[src/rtl/ahb_pkg.sv]
// Shared AHB-Lite types for the register-file slave: transfer types, size codes,
// response codes, slave data-phase states and the byte-lane helper.
package ahb_pkg;

   typedef enum logic [1:0] {
      HTRANS_IDLE   = 2'd0,
      HTRANS_BUSY   = 2'd1,
      HTRANS_NONSEQ = 2'd2,
      HTRANS_SEQ    = 2'd3
   } htrans_t;

   localparam logic [2:0] HSIZE_BYTE  = 3'd0;
   localparam logic [2:0] HSIZE_HWORD = 3'd1;
   localparam logic [2:0] HSIZE_WORD  = 3'd2;
   localparam logic [2:0] HSIZE_DWORD = 3'd3;

   localparam logic HRESP_OKAY  = 1'b0;
   localparam logic HRESP_ERROR = 1'b1;

   localparam logic [7:0] ERR_CNT_MAX = 8'hFF;

   typedef enum logic [2:0] {
      ST_IDLE = 3'd0,
      ST_WAIT = 3'd1,
      ST_DONE = 3'd2,
      ST_ERR1 = 3'd3,
      ST_ERR2 = 3'd4
   } slv_state_t;

   // Byte lanes touched by a transfer of 2**size bytes starting at lane offset.
   function automatic logic [7:0] lane_mask(input logic [2:0] size, input logic [2:0] offset);
      logic [3:0]  nbytes;
      logic [15:0] span;
      nbytes = 4'd1 << size;
      span   = (16'd1 << nbytes) - 16'd1;
      return span[7:0] << offset;
   endfunction

endpackage

[src/rtl/ahb_reg_bank.sv]
// Register array for the AHB register-file slave: byte-lane write enables and
// an asynchronous read mux; all registers clear on reset.
module ahb_reg_bank
   import ahb_pkg::*;
#(
   parameter int DATA_W   = 32,
   parameter int NUM_REGS = 8
) (
   input  logic                        hclk,
   input  logic                        hreset_n,
   input  logic                        we,
   input  logic [DATA_W/8-1:0]         wstrb,
   input  logic [$clog2(NUM_REGS)-1:0] widx,
   input  logic [DATA_W-1:0]           wdata,
   input  logic [$clog2(NUM_REGS)-1:0] ridx,
   output logic [DATA_W-1:0]           rdata
);

   localparam int BYTES = DATA_W / 8;

   logic [DATA_W-1:0] regs_r [NUM_REGS];

   // Register storage, written lane by lane.
   always_ff @(posedge hclk) begin
      if (!hreset_n) begin
         for (int i = 0; i < NUM_REGS; i++) begin
            regs_r[i] <= '0;
         end
      end else if (we) begin
         for (int b = 0; b < BYTES; b++) begin
            if (wstrb[b]) begin
               regs_r[widx][b*8 +: 8] <= wdata[b*8 +: 8];
            end
         end
      end
   end

   assign rdata = regs_r[ridx];

endmodule

[src/rtl/ahb_regfile_slave.sv]
// Parametrised AHB-Lite register-file slave with wait states, ERROR response and
// a saturating error counter at register 0. Sub-word writes: AHB_SLV_BYTE_STROBE_EN.
module ahb_regfile_slave
   import ahb_pkg::*;
#(
   parameter int DATA_W      = 32,
   parameter int NUM_REGS    = 8,
   parameter int WAIT_STATES = 0
) (
   input  logic              hclk,
   input  logic              hreset_n,
   input  logic              hsel,
   input  logic [31:0]       haddr,
   input  logic [1:0]        htrans,
   input  logic              hwrite,
   input  logic [2:0]        hsize,
   input  logic [DATA_W-1:0] hwdata,
   input  logic              hready,
   output logic              hreadyout,
   output logic [DATA_W-1:0] hrdata,
   output logic              hresp
);

   localparam int         BYTES     = DATA_W / 8;
   localparam int         ADDR_LSB  = $clog2(BYTES);
   localparam int         IDX_W     = $clog2(NUM_REGS);
   localparam logic [2:0] MAX_SIZE  = 3'(ADDR_LSB);
   localparam logic [2:0] WAIT_LOAD = 3'((WAIT_STATES > 0) ? (WAIT_STATES - 1) : 0);

   htrans_t           trans_s;
   slv_state_t        state_r, state_nxt_s;
   logic              take_s, err_s, rd_write_s;
   logic [31:0]       idx_full_s;
   logic [IDX_W-1:0]  addr_idx_s, idx_r, rd_idx_s;
   logic [7:0]        align_mask_s;
   logic [BYTES-1:0]  strb_s, strb_r;
   logic              write_r;
   logic [2:0]        wait_cnt_r;
   logic [7:0]        err_cnt_r, err_cnt_nxt_s;
   logic              cnt_clr_s, bank_we_s, fwd_s, load_rdata_s;
   logic [DATA_W-1:0] bank_rdata_s, wmask_s, rd_word_s, hrdata_r;
   logic              hreadyout_r, hresp_r;

   assign trans_s    = htrans_t'(htrans);
   assign idx_full_s = haddr >> ADDR_LSB;
   assign addr_idx_s = idx_full_s[IDX_W-1:0];
   assign take_s     = hsel && hready
                       && ((trans_s == HTRANS_NONSEQ) || (trans_s == HTRANS_SEQ))
                       && ((state_r == ST_IDLE) || (state_r == ST_DONE) || (state_r == ST_ERR2));

   // Address-phase decode: error classification and byte lanes.
   always_comb begin
      align_mask_s = (8'd1 << hsize) - 8'd1;
      err_s        = 1'b0;
      if ((idx_full_s >> IDX_W) != 32'd0) begin
         err_s = 1'b1;
      end else if (hsize > MAX_SIZE) begin
         err_s = 1'b1;
      end else if ((haddr[7:0] & align_mask_s) != 8'd0) begin
         err_s = 1'b1;
`ifdef AHB_SLV_BYTE_STROBE_EN
      end else begin
         err_s = 1'b0;
      end
      strb_s = BYTES'(lane_mask(hsize, haddr[2:0] & 3'(BYTES - 1)));
`else
      end else if (hsize < MAX_SIZE) begin
         err_s = 1'b1;
      end else begin
         err_s = 1'b0;
      end
      strb_s = '1;
`endif
   end

   // Data-phase sequencing.
   always_comb begin
      state_nxt_s = state_r;
      case (state_r)
         ST_IDLE, ST_DONE, ST_ERR2: begin
            if (!take_s) begin
               state_nxt_s = ST_IDLE;
            end else if (err_s) begin
               state_nxt_s = ST_ERR1;
            end else if (WAIT_STATES > 0) begin
               state_nxt_s = ST_WAIT;
            end else begin
               state_nxt_s = ST_DONE;
            end
         end
         ST_WAIT: begin
            if (wait_cnt_r == 3'd0) begin
               state_nxt_s = ST_DONE;
            end else begin
               state_nxt_s = ST_WAIT;
            end
         end
         ST_ERR1: state_nxt_s = ST_ERR2;
         default: state_nxt_s = ST_IDLE;
      endcase
   end

   // Write strobes, counter update and the read word with write forwarding.
   always_comb begin
      wmask_s = '0;
      for (int b = 0; b < BYTES; b++) begin
         wmask_s[b*8 +: 8] = {8{strb_r[b]}};
      end
      bank_we_s = (state_r == ST_DONE) && write_r && (idx_r != IDX_W'(0)) && hreset_n;
      cnt_clr_s = (state_r == ST_DONE) && write_r && (idx_r == IDX_W'(0));
      if (cnt_clr_s) begin
         err_cnt_nxt_s = 8'd0;
      end else if ((state_r == ST_ERR2) && (err_cnt_r != ERR_CNT_MAX)) begin
         err_cnt_nxt_s = err_cnt_r + 8'd1;
      end else begin
         err_cnt_nxt_s = err_cnt_r;
      end
      rd_idx_s     = take_s ? addr_idx_s : idx_r;
      rd_write_s   = take_s ? hwrite : write_r;
      load_rdata_s = (state_nxt_s == ST_DONE) && !rd_write_s;
      fwd_s        = (state_r == ST_DONE) && write_r && (idx_r == rd_idx_s);
      if (rd_idx_s == IDX_W'(0)) begin
         rd_word_s = DATA_W'(err_cnt_nxt_s);
      end else if (fwd_s) begin
         rd_word_s = (bank_rdata_s & ~wmask_s) | (hwdata & wmask_s);
      end else begin
         rd_word_s = bank_rdata_s;
      end
   end

   // State, captured address phase, counters and registered bus outputs.
   always_ff @(posedge hclk) begin
      if (!hreset_n) begin
         state_r     <= ST_IDLE;
         idx_r       <= '0;
         write_r     <= 1'b0;
         strb_r      <= '0;
         wait_cnt_r  <= 3'd0;
         err_cnt_r   <= 8'd0;
         hreadyout_r <= 1'b1;
         hresp_r     <= HRESP_OKAY;
         hrdata_r    <= '0;
      end else begin
         state_r     <= state_nxt_s;
         err_cnt_r   <= err_cnt_nxt_s;
         hreadyout_r <= !((state_nxt_s == ST_WAIT) || (state_nxt_s == ST_ERR1));
         hresp_r     <= ((state_nxt_s == ST_ERR1) || (state_nxt_s == ST_ERR2)) ? HRESP_ERROR : HRESP_OKAY;
         if (take_s) begin
            idx_r      <= addr_idx_s;
            write_r    <= hwrite;
            strb_r     <= strb_s;
            wait_cnt_r <= WAIT_LOAD;
         end else if ((state_r == ST_WAIT) && (wait_cnt_r != 3'd0)) begin
            wait_cnt_r <= wait_cnt_r - 3'd1;
         end
         if (load_rdata_s) begin
            hrdata_r <= rd_word_s;
         end
      end
   end

   ahb_reg_bank #(
      .DATA_W   (DATA_W),
      .NUM_REGS (NUM_REGS)
   ) u_bank (
      .hclk     (hclk),
      .hreset_n (hreset_n),
      .we       (bank_we_s),
      .wstrb    (strb_r),
      .widx     (idx_r),
      .wdata    (hwdata),
      .ridx     (rd_idx_s),
      .rdata    (bank_rdata_s)
   );

   assign hreadyout = hreadyout_r;
   assign hresp     = hresp_r;
   assign hrdata    = hrdata_r;

endmodule

[config.mk]
export PLATFORM = sky130hd
export DESIGN_NAME = ahb_regfile_slave
export DESIGN_NICKNAME = d
export VERILOG_FILES = /design/src/rtl/ahb_pkg.sv /design/src/rtl/ahb_reg_bank.sv /design/src/rtl/ahb_regfile_slave.sv
export SDC_FILE = /design/constraint.sdc
export NUM_CORES = 1
export LEC_CHECK = 0
export BUFFER_PORTS_ARGS = -buffer_cell sky130_fd_sc_hd__buf_2
export CAP_MARGIN = 5
export CORE_ASPECT_RATIO = 0.8
export CORE_UTILIZATION = 40
export CTS_CLUSTER_DIAMETER = 150
export DETAILED_ROUTE_END_ITERATION = 10
export GPL_ROUTABILITY_DRIVEN = 0
export PLACE_DENSITY_LB_ADDON = 0.12
export SLEW_MARGIN = 5
export SYNTH_ARGS = -nofsm -noshare
export SYNTH_HDL_FRONTEND = slang
export SYNTH_SLANG_ARGS = --single-unit
[constraint.sdc]
create_clock -name hclk -period 5.5 [get_ports hclk]
set_input_delay 0.275 -clock hclk [delete_from_list [all_inputs] [get_ports hclk]]
set_output_delay 0.275 -clock hclk [all_outputs]
set_load 0.02 [all_outputs]
==> results.py <==
metrics = {
    "sta": {
        "tightest_slew_ns": 1.19,
        "max_freq_mhz": 289,
        "clock_skew_ns": 0.0111,
        "hold_viol_final": 0,
        "fin_crit_ns": 3.47,
        "rsz0062_at_grt": "no",
        "fin_hold_ws_ns": 0.0480,
        "period_share": 0.630,
        "finalSetupTns_ns": 0,
        "max_slew_margin": 0.203,
        "setup_viol": 0,
        "drv_slew": 0,
    },
    "synthesis": {
        "synth_nets": 1088,
        "ys.flop_type": "edfxtp_1",
        "synth_enable_flop_cells": 224,
        "ys_warn_count": 0,
        "synth_cells": 1010,
        "avgSynthCellArea_um2": 12.4,
        "async_reset_ff_frac": 0,
        "ys_seq_area_frac": 0.623,
        "synth_area_um2": 12500,
        "synth.distinct_cells": 65,
        "ys_ff_latch": 277,
    },
    "global_routing": {
        "grt_pass1_wl_um": 50300,
        "antenna_found_initial": 1,
        "first_global_vias": 8168,
        "grt_max_degree": 34,
        "track_usage": 0.210,
        "grt_overflow": 0,
    },
    "setup_path": {
        "crit_fanout": 25,
        "crit_required_ns": 5.74,
        "criticalPathCategory": "flip-flop to flip-flop",
        "crit_path_start_kind": "flip-flop",
        "cpMaxStageDelayCell": "o21ai_4",
        "critical_path.endpoint_type": "flip-flop",
        "crit_chain": "nor4bb_1 > and2_1 > nand3_1 > o21ai_4 > buf_4",
        "crit_family": "compound AO/OA/AOI/OAI gates",
        "crit_buf_inv": 1,
        "critical_path_arrival_ns": 3.71,
        "max_stage_delay_ns": 1.18,
    },
    "floorplan": {
        "fp.coreArea_um2": 30500,
        "die_w_um": 200,
        "rows": 57,
        "dieArea_um2": 31900,
        "ios": 108,
        "start_util": 0.409,
        "chipHeight_um": 160,
    },
    "cells_and_area": {
        "fin_nets": 1178,
        "diodes": 0,
        "area_growth_syn_to_layout_pct": 15.1,
        "drive_above_1_share": 0.185,
        "fin_cells": 1536,
    },
    "power_and_ir_drop": {
        "p_leak_uw": 0.00527,
        "peakVddDrop_v": 0.000224,
        "power_density_nw_per_um2": 316,
    },
    "routing": {
        "dr.pass1.iters": 5,
        "wl_per_cell_um": 21.7,
        "antenna_left": 0,
        "via_count": 8319,
        "via_per_inst": 5.42,
        "wirelength_um": 33300,
        "drc": 0,
        "first_iter_violations": 694,
    },
    "placement": {
        "dp_cells": 1481,
        "dp_hpwl_um": 18300,
        "portBuffers": 106,
    },
    "status": {
        "outcome": "finished clean",
    },
    "clocking": {
        "insertion_delay_ns": 0.54,
        "cts_buffer_depth": 3,
        "cts-root-buf": "clkbuf_16",
        "cts_sinks": 277,
        "cts_max_level": 1,
        "tritoncts": "done",
        "path_clk_slew_ns": 0.06,
        "cts_buffers": 29,
    },
    "job": {
        "maxCapViolations": 0,
    },
    "worst_hold_path": {
        "hold_class": "primary input to flip-flop",
    },
}
-- cells in the mapped netlist (all sizes together), types with 2 or more instances --
master  instances  area share
and2          231        0.12
edfxtp        224        0.54
nor2           83       0.028
o22ai          62       0.031
dfxtp          53       0.085
buf            37       0.019
mux2i          34       0.029
clkbuf         27      0.0081
nand2          27      0.0093
a211oi         26       0.016
nor3           26       0.012
or3            25       0.013
a221o          24       0.019
o21ai          18      0.0078
a21oi          17      0.0083
nor4           16      0.0085
nand3          12      0.0052
inv             9      0.0027
xnor2           9      0.0063
a221oi          6      0.0042
nand2b          5      0.0025
ha              4      0.0040
a21o            3      0.0018
a311oi          3      0.0035
nand4           3      0.0015
a41oi           2      0.0035
nor2b           2      0.0016
o211ai          2      0.0012
or2             2      0.0010
-- layout by cell type (no fill, tap or decap), types with 3 or more instances in the layout --
cell type  count
or3_1         25
buf_4         16
nand2b_2       3
a21oi_2        4
nor2_1        75
clkbuf_1       9
a221oi_1       6
nor4_1        15
nand3_1       11
nor2_4         6
and2_1       229
ha_1           4
clkinv_2       6
o21ai_4        6
nand4_1        3
o21ai_0       11
clkbuf_8       6
nor3_2         5
clkbuf_16     29
edfxtp_1     224
a21o_1         3
dfxtp_1       53
a211oi_1      26
o22ai_1       62
nand2_1       25
inv_1          9
a21oi_1       12
xnor2_1        9
mux2i_1       32
nor3_1        20
a221o_1       24
buf_2        106
-- cell type report --
type	count	area, um2
Timing Repair Buffer	123	661
Inverter	10	37.5
Sequential cell	277	7790
Multi-Input combinational cell	659	4450
Fill cell	2788	16200
Clock buffer	44	842
Tap cell	413	517
Clock inverter	10	81.3
-- stage by stage --
stage	setup slack [ns]	total power (uW)	util	cell area (um2)
3_3_place_gp	2.10	2680	0.440	13400
6_report	2.03	4550	0.471	14400
5_1_grt	1.83	4700	0.471	14400
2_1_floorplan	1.60	2550	-	12500
3_5_place_dp	2.04	2680	0.440	13400
4_1_cts	2.02	4590	0.471	14400
-- cell families after synthesis --
| logic type | count (synthesis) | synth area share |
|---|---|---|
| compound gates | 173 | 0.103 |
| xor+xnor | 10 | 0.00701 |
| fa+ha+maj | 4 | 0.00401 |
| buf+inv | 74 | 0.0301 |
| flops | 277 | 0.623 |
| mux | 34 | 0.0292 |
| simple gates | 438 | 0.203 |
-- report_power, final --
part	switching, uW	internal [uW]	total [uW]
combinational	203	88.8	292
clock	810	1100	1910
sequential	22.9	2320	2340
total	1040	3510	4550
-- worst paths after layout --
check | start | to | slack [ns] | cells past startpoint
worst max register to register | state_r[1]$_SDFF_PN0_ | u_bank.regs_r[3][16]$_SDFFCE_PN0P_ | 2.03 | 5
worst min register to register | strb_r[0]$_SDFFE_PN0P_ | strb_r[0]$_SDFFE_PN0P_ | 0.47 | 2
worst max-delay path | state_r[1]$_SDFF_PN0_ | u_bank.regs_r[3][16]$_SDFFCE_PN0P_ | 2.03 | 5
worst min-delay path | hwdata[26] | hrdata[26]$_SDFFE_PN0P_ | 0.05 | 2
-- routing by layer --
| metal | wire (um) | GRT usage | vias to the layer above |
|---|---|---|---|
| li1 | - | - | 3930 |
| met2 | 15000 | 0.326 | 227 |
| met4 | 404 | 0.0354 | 2 |
| met1 | 16200 | 0.314 | 4125 |
| met5 | 13 | 0 | - |
| met3 | 1790 | 0.0327 | 35 |
-- what timing repair did --
action,CTS,global route
hold endpoints to repair,1,0
resized for setup,0,0
hold buffers,1,0
setup buffers,0,0
-- flip-flops by register name, indices dropped and copies added, names as in the netlist --
signal	count
hreadyout	1
wait_cnt_r	3
hresp	1
state_r	3
err_cnt_r	8
idx_r	3
hrdata	32
write_r	1
strb_r	1
u_bank.regs_r	224
Power figures use the tool's default switching activity.
